`src/rtl/ofifo_drain_pkg.sv`:
```
// Shared FSM encoding and default geometry for the OFIFO drain /
// psum readback engine.
package ofifo_drain_pkg;

  localparam int COL     = 8;
  localparam int PSUM_BW = 16;
  localparam int ADDR_W  = 11;

  typedef enum logic [2:0] {
    IDLE,
    DRAIN,
    ACC_RD,
    ACC_FLUSH,
    DONE
  } state_t;

endpackage

```
`src/rtl/ofifo_drain.sv`:
```
// Moves OFIFO words into psum SRAM, or streams stored psums back
// out to the SFU accumulate port.
module ofifo_drain
  import ofifo_drain_pkg::*;
#(
  parameter int col     = COL,
  parameter int psum_bw = PSUM_BW,
  parameter int addr_w  = ADDR_W
) (
  input  logic                     clk,
  input  logic                     reset,
  input  logic                     start,
  input  logic                     mode,
  input  logic [addr_w-1:0]        base_addr,
  input  logic [addr_w-1:0]        num_words,
  input  logic                     ofifo_valid,
  output logic                     ofifo_rd,
  input  logic [psum_bw*col-1:0]   psum_in,
  output logic                     sram_cen,
  output logic                     sram_wen,
  output logic [addr_w-1:0]        sram_addr,
  output logic [psum_bw*col-1:0]   sram_d,
  input  logic [psum_bw*col-1:0]   sram_q,
  output logic [psum_bw*col-1:0]   psum_accum_out,
  output logic                     accum,
  output logic                     busy,
  output logic                     done
);

  localparam logic [addr_w-1:0] one = addr_w'(1);

  state_t            state;
  logic [addr_w-1:0] addr;
  logic [addr_w-1:0] cnt;
  logic              flush;
  logic              rd_q;

  // cnt counts words still to be popped, so pops never overrun
  assign ofifo_rd = (state == DRAIN) && ofifo_valid && (cnt != '0);

  always_ff @(posedge clk or posedge reset) begin
    if (reset) begin
      state          <= IDLE;
      addr           <= '0;
      cnt            <= '0;
      flush          <= 1'b0;
      rd_q           <= 1'b0;
      sram_cen       <= 1'b1;
      sram_wen       <= 1'b1;
      sram_addr      <= '0;
      sram_d         <= '0;
      psum_accum_out <= '0;
      accum          <= 1'b0;
      busy           <= 1'b0;
      done           <= 1'b0;
    end else begin
      sram_cen <= 1'b1;
      sram_wen <= 1'b1;
      done     <= 1'b0;
      // sram_q of a read lands one cycle later; register it here
      rd_q     <= ~sram_cen & sram_wen;
      accum    <= rd_q;
      if (rd_q)
        psum_accum_out <= sram_q;

      unique case (state)
        IDLE: begin
          if (start) begin
            addr <= base_addr;
            cnt  <= num_words;
            busy <= 1'b1;
            if (num_words == '0) begin
              state <= DONE;
              done  <= 1'b1;
            end else if (mode) begin
              state     <= ACC_RD;
              sram_cen  <= 1'b0;
              sram_addr <= base_addr;
              addr      <= base_addr + one;
              cnt       <= num_words - one;
            end else begin
              state <= DRAIN;
            end
          end
        end

        DRAIN: begin
          if (ofifo_rd) begin
            sram_d    <= psum_in;
            sram_cen  <= 1'b0;
            sram_wen  <= 1'b0;
            sram_addr <= addr;
            addr      <= addr + one;
            cnt       <= cnt - one;
          end else if (cnt == '0) begin
            state <= DONE;
            done  <= 1'b1;
          end
        end

        ACC_RD: begin
          if (cnt != '0) begin
            sram_cen  <= 1'b0;
            sram_addr <= addr;
            addr      <= addr + one;
            cnt       <= cnt - one;
          end else begin
            state <= ACC_FLUSH;
            flush <= 1'b0;
          end
        end

        ACC_FLUSH: begin
          if (flush) begin
            state <= DONE;
            done  <= 1'b1;
          end else begin
            flush <= 1'b1;
          end
        end

        DONE: begin
          state <= IDLE;
          busy  <= 1'b0;
        end

        default: begin
          state <= IDLE;
          busy  <= 1'b0;
        end
      endcase
    end
  end

endmodule

```
`config.mk`:
```
export PLATFORM = sky130hd
export DESIGN_NAME = ofifo_drain
export DESIGN_NICKNAME = d
export VERILOG_FILES = /design/src/rtl/ofifo_drain_pkg.sv /design/src/rtl/ofifo_drain.sv
export SDC_FILE = /design/constraint.sdc
export NUM_CORES = 1
export LEC_CHECK = 0
export ABC_AREA = 1
export CAP_MARGIN = 30
export CORE_AREA = 2 2 214 216
export DETAILED_ROUTE_END_ITERATION = 8
export DIE_AREA = 0 0 216 218
export PLACE_DENSITY = 0.7
export SYNTH_ARGS = -nofsm -noshare
export SYNTH_HDL_FRONTEND = slang
export SYNTH_SLANG_ARGS = --single-unit
```
`constraint.sdc`:
```
create_clock -name clk -period 26.6 [get_ports clk]
set_clock_uncertainty 0.2 [all_clocks]
set_input_delay 3.99 -clock clk [delete_from_list [all_inputs] [get_ports clk]]
set_output_delay 3.99 -clock clk [all_outputs]
set_load 0.01 [all_outputs]
```
==> flow_summary_export.csv <==
group,metric,value,unit
timing,whs,272,ps
worst_hold_path,worst_hold_path_type,"reg2reg",
timing,period_needed,10250,ps
synthesis,synth_seq_area_share,58.7,%
place,port_buffers,555,
drt,met2_length,24.4,mm
critical_path,path_delay_family,"buffers and inverters",
power_and_ir_drop,p_per_area,122,mW/mm²
drt,drtPass1Iterations,5,
synthesis,synth_ff_type,"dfrtp_1",
timing,timing.final.crit_share,38.5,%
timing,maxSlewViolCount,0,
floorplanning,dieArea,0.0471,mm²
clock_network,cts_hold_buf,0,
finish,drive_above_1_share,11.8,%
job,drv_cap,0,
clock_network,worstSkewPairLatency,530,ps
timing,tightest_slew,976,ps
clock_network,cts_tree,"done",
power_and_ir_drop,p_leak,9.13,nW
clock_network,clk_path_buf_depth,3,
synthesis,syn_area_per_cell,9.66,µm²
synthesis,synth_commonest_cells,"nand2_1 (576), dfrtp_1 (297), mux2_2 (128), inv_1 (57), nand3_1 (57)",
drt,wire_per_inst,18.4,µm
drt,drtIter0Drc,774,
synthesis,syn-num-nets,1609,
grt,grt_antenna_before_repair,18,
critical_path,crit_buf_inv,4,
floorplanning,die_x,216,µm
grt,grt_overflow_total,0,
drt,vias,11200,
timing,rsz0062_at_grt,"false",
power_and_ir_drop,swShare,35.8,%
finish,fin_nets,2157,
clock_network,htreeDepth,2,
drt,routed-wl-met3,3.31,mm
finish,area_growth,57.3,%
grt,grt_start_max_net_pins,107,
timing,finalSetupViolations,0,
clock_network,cts_resized,0,
drt,met1_length,17.0,mm
finish,finalNonFillerCells,2500,
power_and_ir_drop,switchingPower,0.875,mW
grt,grt_first_pass_wirelength,67.5,mm
floorplanning,initial_core_util,28.4,%
critical_path,slowest_delay,630,ps
power_and_ir_drop,p_total,2.45,mW
synthesis,yosysTopAreaCellShare,58.3,%
timing,fin_tns_setup,0,ps
synthesis,synthCells,1321,
grt,grtUsageTotal,18.8,%
power_and_ir_drop,clkPwrFrac,19.7,%
critical_path,cp.arrival,6060,ps
synthesis,synth_top_area_cell,"dfrtp_1",
critical_path,crit_chain,"clkdlybuf4s50_1 -> inv_1 -> nor2_4 -> nand2_4 -> inv_4 -> clkdlybuf4s50_1",
critical_path,cp_slowest_cell,"clkdlybuf4s50_1",
synthesis,synth.most_common_cell,"nand2_1",
critical_path,cp-end-kind,"primary output",
critical_path,required,22410,ps
drt,antenna_left,0,
clock_network,cts_buffers,36,
power_and_ir_drop,p_int,1.57,mW
critical_path,worst_setup_path_start_kind,"input port",
floorplanning,die_h,218,µm
floorplanning,rows,78,
synthesis,syn-cell-area,0.0128,mm²
clock_network,clk_pin_slew,50,ps
critical_path,path_class,"in2out",
finish,final-seq-area,0.00749,mm²
floorplanning,top_level_ports,556,
clock_network,clock-root-buffer,"clkbuf_16",
drt,drc,0,
critical_path,crit_path_max_fanout,47,
drt,wirelength,45.9,mm
power_and_ir_drop,power_frac_seq,33.8,%
timing,slew_headroom,34.9,%
floorplanning,core_area,0.0449,mm²
power_and_ir_drop,ir_worst_vdd,0.0000602,V
synthesis,synth_seq_cells,299,
critical_path,critPathMostFrequentCell,"clkdlybuf4s50_1",
outcome,status,"completed",
drt,top_layer,"met5",
place,hpwl,34.6,mm
synthesis,synthTopCellsByArea,"dfrtp_1 (58%), nand2_1 (17%), mux2_2 (11%)",
clock_network,cts_setup_buffers,0,
clock_network,cts_num_sinks,299,
power_and_ir_drop,p_comb_share,46.5,%
timing,setup_slack,16350,ps
synthesis,yosys_warnings,0,
timing,fmax,0.0975,GHz
synthesis,ys_async_sr_fraction,100,%
synthesis,ys_types,35,
timing,hold_violations,0,
synthesis,synth_edf_count,0,
place,dp_cells,2428,
drt,vias_per_cell,4.49,
place,place_congestion,0.866,
grt,grt_pass1_vias,11100,
finish,multi_input_area,0.00474,mm²
finish,nFillCells,4266,
place,preCtsSetupSlack,16310,ps
[layout by cell type (no fill, tap or decap), types with 5 or more instances in the layout]
master,Yosys,routed
buf_4,2,8
clkbuf_1,6,9
clkbuf_16,0,37
clkbuf_8,0,5
clkdlybuf4s50_1,0,555
dfrtp_1,297,296
diode_2,0,9
ha_1,5,5
inv_1,57,55
mux2_2,128,128
nand2_1,576,576
nand2_2,5,5
nand3_1,57,57
nand4_1,10,10
nor2_1,52,52
nor3_1,5,5
o21ai_0,29,29
o21ai_2,5,5
[cell type report]
type	instances	share of cell area, %
inverter	60	1.17
tap	600	3.74
sequential	299	37.3
multi-input combinational	906	23.6
clock buffer	51	5.12
clock inverter	9	0.536
timing repair buffer	566	28.4
antenna	9	0.112
[stage by stage]
stage / util [%] / area (µm²)
finish: 44.7 / 20100
global route: 44.7 / 20100
CTS: 44.5 / 20000
detailed placement: 41.9 / 18800
global placement: 41.9 / 18800
floorplan: - / 12800
[metal layers]
| layer | vias up | global-route usage [%] |
|---|---|---|
| li1 | 5309 | - |
| met1 | 5460 | 20.4 |
| met2 | 379 | 34.8 |
| met3 | 69 | 5.98 |
| met4 | 16 | 5.68 |
| met5 | - | 0 |
[final timing paths]
check	start	endpoint	slack, ps	cells after the start
min reg2reg	sram_addr[3]$_DFFE_PP0P_	sram_addr[3]$_DFFE_PP0P_	270	2
min	sram_addr[3]$_DFFE_PP0P_	sram_addr[3]$_DFFE_PP0P_	270	2
min in group asynchronous	reset	psum_accum_out[102]$_DFFE_PP0P_	3790	2
max	ofifo_valid	ofifo_rd	16350	6
max reg2reg	cnt[0]$_DFFE_PP0P_	sram_d[23]$_DFFE_PP0P_	23750	9
max in group asynchronous	reset	sram_wen$_DFF_PP1_	20420	5
[cell families (layout without fill, tap and decap cells)]
family	Yosys count	count (layout)	share of synthesized area, %
compound gates	46	46	2.22
simple gates	720	720	22.7
other cells	0	9	0
xor+xnor	7	7	0.481
flops	299	299	58.7
mux	128	128	11.3
fa+ha+maj	5	5	0.490
buf+inv	116	686	4.18
[power by group through the flow]
stage	clock network, mW	logic (mW)	registers, mW
5_1_grt	0.516	1.23	0.857
2_1_floorplan	0	0.481	0.896
4_1_cts	0.496	1.14	0.828
3_3_place_gp	0	1.12	0.822
3_5_place_dp	0	1.14	0.832
6_report	0.482	1.14	0.828
[worst register-to-register path: cells and delay by family, from the launching register on]
family | cells | cell delay [ps]
DFF | 1 | 390
buffers and inverters | 2 | 900
adders and majority gates | 1 | 200
and+or+nand+nor | 6 | 1110
[flip-flops by register name, indices dropped and copies added (netlist names)]
name	count
cnt	11
sram_addr	11
accum	1
rd_q	1
done	1
busy	1
flush	1
sram_wen	1
psum_accum_out	128
state	3
addr	11
sram_d	128
sram_cen	1
Power figures use the tool's default switching activity.
